`config.mk`:
```
export PLATFORM = sky130hd
export DESIGN_NAME = led_blink_scheduler
export DESIGN_NICKNAME = d
export VERILOG_FILES = /design/src/rtl/led_blink_scheduler.sv
export SDC_FILE = /design/constraint.sdc
export NUM_CORES = 1
export LEC_CHECK = 0
export ABC_AREA = 1
export BUFFER_PORTS_ARGS = -buffer_cell sky130_fd_sc_hd__buf_4
export CAP_MARGIN = 30
export CORE_ASPECT_RATIO = 0.9
export CORE_MARGIN = 8
export CORE_UTILIZATION = 40
export CTS_CLUSTER_DIAMETER = 50
export CTS_CLUSTER_SIZE = 30
export DETAILED_ROUTE_END_ITERATION = 6
export PLACE_DENSITY = 0.59
export SYNTH_ARGS = -nofsm -noshare
export SYNTH_HDL_FRONTEND = slang
export SYNTH_SLANG_ARGS = --single-unit
```
`constraint.sdc`:
```
create_clock -name clk -period 2 [get_ports clk]
set_input_delay 0.4 -clock clk [delete_from_list [all_inputs] [get_ports clk]]
set_output_delay 0.4 -clock clk [all_outputs]
set_load 0.02 [all_outputs]
```
`src/rtl/led_blink_scheduler.sv`:
```
`default_nettype none
// ============================================================================
// Module      : led_blink_scheduler
// Description : Shares one LED between four requesters. A round-robin
//               arbiter picks a requester, latches its 4-bit blink count,
//               and plays that many on/off blinks of PERIOD cycles each,
//               followed by a dark gap of GAP_PHASES*PERIOD cycles and a
//               one-cycle done pulse.
// Ports       : clk    - sole clock, rising edge
//               reset  - asynchronous, active-low reset
//               req    - [3:0] request level per requester
//               blinks - [15:0] blink count of requester i in [4i+3:4i]
//               grant  - [3:0] one-hot owner of the LED, zero when idle
//               done   - [3:0] one-cycle end-of-sequence pulse to the owner
//               busy   - high whenever the scheduler is not idle
//               led    - registered LED drive
// Revision    : 1.0 - initial release
// ============================================================================
module led_blink_scheduler #(
    parameter int PERIOD     = 100,
    parameter int GAP_PHASES = 4
) (
    input  logic        clk,
    input  logic        reset,
    input  logic [3:0]  req,
    input  logic [15:0] blinks,
    output logic [3:0]  grant,
    output logic [3:0]  done,
    output logic        busy,
    output logic        led
);

    // The gap is the longest phase, so its length sizes the timer.
    localparam int GAP_CYCLES = GAP_PHASES * PERIOD;
    localparam int TW         = (GAP_CYCLES > 1) ? $clog2(GAP_CYCLES) : 1;

    localparam logic [TW-1:0] PHASE_LAST = TW'(PERIOD - 1);
    localparam logic [TW-1:0] GAP_LAST   = TW'(GAP_CYCLES - 1);

    localparam logic [2:0] S_IDLE = 3'd0;
    localparam logic [2:0] S_ON   = 3'd1;
    localparam logic [2:0] S_OFF  = 3'd2;
    localparam logic [2:0] S_GAP  = 3'd3;
    localparam logic [2:0] S_DONE = 3'd4;

    logic [2:0]    r_state;
    logic [1:0]    r_ptr;
    logic [1:0]    r_owner;
    logic [3:0]    r_grant;
    logic [3:0]    r_remaining;
    logic [TW-1:0] r_timer;
    logic          r_led;

    logic          w_win_valid;
    logic [1:0]    w_win_idx;
    logic [3:0]    w_win_count;

    // Round-robin search from r_ptr upward. The loop runs from the farthest
    // candidate down so that the nearest requesting one is written last.
    always_comb begin
        w_win_valid = 1'b0;
        w_win_idx   = 2'd0;
        for (int k = 3; k >= 0; k--) begin
            logic [1:0] cand;
            cand = r_ptr + 2'(k);
            if (req[cand]) begin
                w_win_valid = 1'b1;
                w_win_idx   = cand;
            end
        end
    end

    assign w_win_count = blinks[{w_win_idx, 2'b00} +: 4];

    always_ff @(posedge clk or negedge reset) begin
        if (!reset) begin
            r_state     <= S_IDLE;
            r_ptr       <= 2'd0;
            r_owner     <= 2'd0;
            r_grant     <= 4'd0;
            r_remaining <= 4'd0;
            r_timer     <= '0;
            r_led       <= 1'b0;
        end else begin
            case (r_state)
                S_IDLE: begin
                    if (w_win_valid) begin
                        r_owner     <= w_win_idx;
                        r_grant     <= 4'b0001 << w_win_idx;
                        r_remaining <= w_win_count;
                        r_timer     <= '0;
                        if (w_win_count != 4'd0) begin
                            r_state <= S_ON;
                            r_led   <= 1'b1;
                        end else begin
                            // Zero blinks: skip straight to the done pulse.
                            r_state <= S_DONE;
                        end
                    end
                end
                S_ON: begin
                    if (r_timer == PHASE_LAST) begin
                        r_state     <= S_OFF;
                        r_led       <= 1'b0;
                        r_timer     <= '0;
                        r_remaining <= r_remaining - 4'd1;
                    end else begin
                        r_timer <= r_timer + 1'b1;
                    end
                end
                S_OFF: begin
                    if (r_timer == PHASE_LAST) begin
                        r_timer <= '0;
                        if (r_remaining != 4'd0) begin
                            r_state <= S_ON;
                            r_led   <= 1'b1;
                        end else begin
                            r_state <= S_GAP;
                        end
                    end else begin
                        r_timer <= r_timer + 1'b1;
                    end
                end
                S_GAP: begin
                    if (r_timer == GAP_LAST) begin
                        r_state <= S_DONE;
                        r_timer <= '0;
                    end else begin
                        r_timer <= r_timer + 1'b1;
                    end
                end
                S_DONE: begin
                    // The requester after the one just served gets first look.
                    r_state <= S_IDLE;
                    r_grant <= 4'd0;
                    r_ptr   <= r_owner + 2'd1;
                end
                default: begin
                    r_state <= S_IDLE;
                    r_grant <= 4'd0;
                    r_led   <= 1'b0;
                    r_timer <= '0;
                end
            endcase
        end
    end

    assign grant = r_grant;
    assign led   = r_led;
    assign busy  = (r_state != S_IDLE);
    assign done  = (r_state == S_DONE) ? r_grant : 4'd0;

endmodule
`default_nettype wire

```
==> results.md <==
Cells and area:
- The area added between synthesis and finish is 44.7%.
- The post-route standard cell area excluding fillers is 0.00253 mm².
- Cells with a size suffix above 1 make up 37.4% of the layout.
- For this run, the post-layout net count is 347.
- The number of diodes is 0.
- The final core utilization is 61.2%.
- After filler insertion, the fill cell instance count of the layout stands at 385.

Global route:
- Global routing finished with a remaining overflow of 0.
- The wire length of the first global-routing pass is 7270 µm.
- Entering global routing, the biggest net connects 26 pins.
- The via count of the first global-routing pass is 1626.
- The number of antenna violations at the first check in global routing is 0.
- Global routing used 13.0% of the available tracks across all layers.

Die:
- The number of ports placed on the die boundary is 32.
- For this configuration, the core starts out at a cell density of 42.3%.
- The floorplan step set the die width to 85.6 µm.
- The core region is 0.00413 mm².
- The die covers 0.00674 mm².
- The number of core rows is 22.
- The y dimension of the die is 78.7 µm.

Pwr:
- Summing internal, switching and leakage power gives 0.000974 W.
- VDD sags by at most 0.305 mV.
- The cell area power density is 386 mW/mm².
- The analysis attributes to cell leakage a power of 1.33 nW.

Place:
- The placed standard-cell area is 0.00219 mm².
- Before CTS, the worst setup slack after placement is -0.105 ns.
- The estimated wirelength of the detail-placed design is 3440 µm.
- The count of buffers from port buffering is 31.
- The routability-driven placement congestion ratio is 0.834.

Yosys:
- The netlist uses 31 different library cells.
- The number of nets in the synthesized netlist is 284.
- The synthesized flop and latch total is 25.
- The biggest area consumer among synthesized cells is dfrtp_1.
- By area the synthesized netlist is led by dfrtp_1, nand2_1, inv_1.
- During synthesis, Yosys emitted a total of 0 warnings.
- Sequential elements use 35.8% of the synthesized area.
- The cell area that synthesis handed to floorplanning was 0.00175 mm².
- The area share of the largest cell type after synthesis is 35.8%.
- After synthesis, the mean cell area works out to 6.74 µm².
- The cell count after synthesis came out at 259.

Timing:
- The shortest period the worst path allows is 2.02 ns.
- The share of the clock period used by the worst path is 101%.
- The final number of max-transition violations is 0.
- The number of endpoints with negative hold slack in the final report is 0.
- After layout, the worst setup slack is -0.0203 ns.
- The final setup skew is 0.00584 ns.
- The number of setup violations in the final report is 2.
- The tightest slew margin relative to the limit is 77.2%.
- The maximum clock frequency is 495 MHz.
- For the pin with the worst max-slew slack, the measured transition is 0.343 ns.
- Setup repair after global routing could not meet its margin everywhere.
- The hold slack is 0.0334 ns.

Clocking:
- Buffers inserted to repair hold after CTS numbered 0.
- The clock reaches the later pin of the worst-skew pair after 0.27 ns.
- The clock tree from TritonCTS is built.
- CTS built an H-tree with a depth of 1.
- The total clock buffers created by CTS is 3.
- Counting along the longest clock path gives a buffer depth of 2.
- The root buffer cell is clkbuf_8.
- The CTS sink count is 25.
- Clock-pin slew was measured on the worst setup and hold paths at 0.09 ns.

Setup path:
- The critical path's top delay family is simple AND/OR/NAND/NOR gates.
- STA classifies the critical path startpoint as a register.
- The kind of critical path is register to register.
- In this design, the critical path's most frequently occurring cell is nand2_1.
- The slowest cell on the critical path is dfrtp_2.
- The critical path goes through buf_12 -> o21ai_4 -> nand2_2 -> nand3_4 -> buf_4 -> nand3_4 -> nand3_2 -> nand2_1 -> nand2_1 -> nand2_2 -> nor2_4 -> nand3_2 -> nand2_1 -> nand2_1 -> nand2_1.
- The type of element capturing the critical path is a register.
- The arrival time of data at the critical path endpoint is 2.23 ns.
- The critical path contains buffers and inverters numbering 2 combined.
- The largest single stage delay on the critical path is 0.48 ns.
- STA puts the critical path data required time at 2.21 ns.
- The maximum fanout encountered on the critical timing path is 4.

Run status:
- The checks that failed: setup timing.
- The run finished, with violations left.

Min path:
- The type of the worst min-delay path is input pin to asynchronous set/reset pin.

Route:
- The count of TritonRoute iterations in the first routing pass is 4.
- The number of DRC markers after the initial detailed-route iteration is 52.
- The detailed-route wire length per cell is 13.3 µm.
- After detailed routing, the number of remaining DRC violations is 0.
- The total vias in the final route is 1890.
- The count of nets left with antenna violations once routing finished came out at 0.
- The routed design has 4920 µm of wire.
- Dividing the detail-routed via count by the number of cells gives 5.12.

Job:
- The number of maximum-capacitance constraint violations is 0.
==> cells in the final DEF (no fill, tap or decap), drive strengths merged <==
cell,n
nand2,83
buf,57
inv,47
nand3,26
dfrtp,25
nor2,23
o21ai,15
a21oi,12
nand4,5
nor3,5
clkbuf,4
xor2,3
ha,3
o32ai,2
a22oi,2
xnor2,1
nor4,1
o41ai,1
nand3b,1
nor3b,1
o22ai,1
a21boi,1
o211ai,1
a2bb2oi,1
==> where the power goes <==
part	internal (W)	switching, W
combinational	0.0000754	0.0000950
sequential	0.000505	0
clock	0.000142	0.000157
total	0.000723	0.000252
==> worst paths after layout <==
path                             to  startpoint  cells past startpoint  slack [ns]
max reg2reg                     led    r_ptr[0]                     15       -0.02
min in group clk                led         led                      2        0.50
min                        r_ptr[1]       reset                      1        0.03
min reg2reg                     led         led                      2        0.50
max in group asynchronous  r_ptr[0]       reset                      1        1.70
max                             led    r_ptr[0]                     15       -0.02
==> state kept, by name, indices dropped and copies added (netlist names) <==
register	count
r_timer	9
led	1
r_owner	2
r_remaining	4
r_state	3
grant	4
r_ptr	2
==> through the flow <==
stage / cells / TNS, ns
2_1_floorplan: 259 / 0
3_3_place_gp: 358 / -0.145
3_5_place_dp: 358 / -0.355
4_1_cts: 362 / 0
5_1_grt: 369 / -0.548
6_report: 369 / -0.0242
==> metal layers <==
layer	wire length (µm)	global-route usage (%)	vias up
li1	-	-	956
met1	2190	16.8	887
met2	2430	21.4	45
met3	271	3.12	2
met4	27	3.15	0
met5	0	0	-
==> cell type report <==
class	count	area, µm²	share of cell area, %
Clock buffer	4	45.0	1.78
Sequential cell	25	628	24.9
Inverter	47	179	7.08
Timing Repair Buffer	57	444	17.6
Tap cell	48	60.1	2.38
Multi-Input combinational cell	188	1170	46.3
==> repair_timing <==
item	CTS	global route
buffers inserted	0	4
cloned	0	3
hold endpoints to repair	0	0
pin swaps	0	19
resized for setup	3	57
setup endpoints to repair	10	19
==> cell usage after synthesis (all sizes together) <==
cell and n:
nand4 5, nor3 5, ha 3, a22oi 2
o41ai 1, a21boi 1, xnor2 1, o22ai 1
a2bb2oi 1, nand2 81, inv 47, nand3 25
buf 2, a21oi 12, nor3b 1, nor2 23
nand3b 1, o211ai 1, o21ai 15, dfrtp 25
o32ai 2, nor4 1, xor2 3
==> cell families (layout without fill, tap and decap cells) <==
kind of cell    Yosys count  count (layout)  synth area share (%)
simple gates            142             145                  36.7
buf+inv                  49             108                  11.0
compound gates           36              36                  12.3
flops                    25              25                  35.8
xor+xnor                  4               4                  2.01
fa+ha+maj                 3               3                  2.15
No activity file was read; power rests on OpenSTA's default activity.
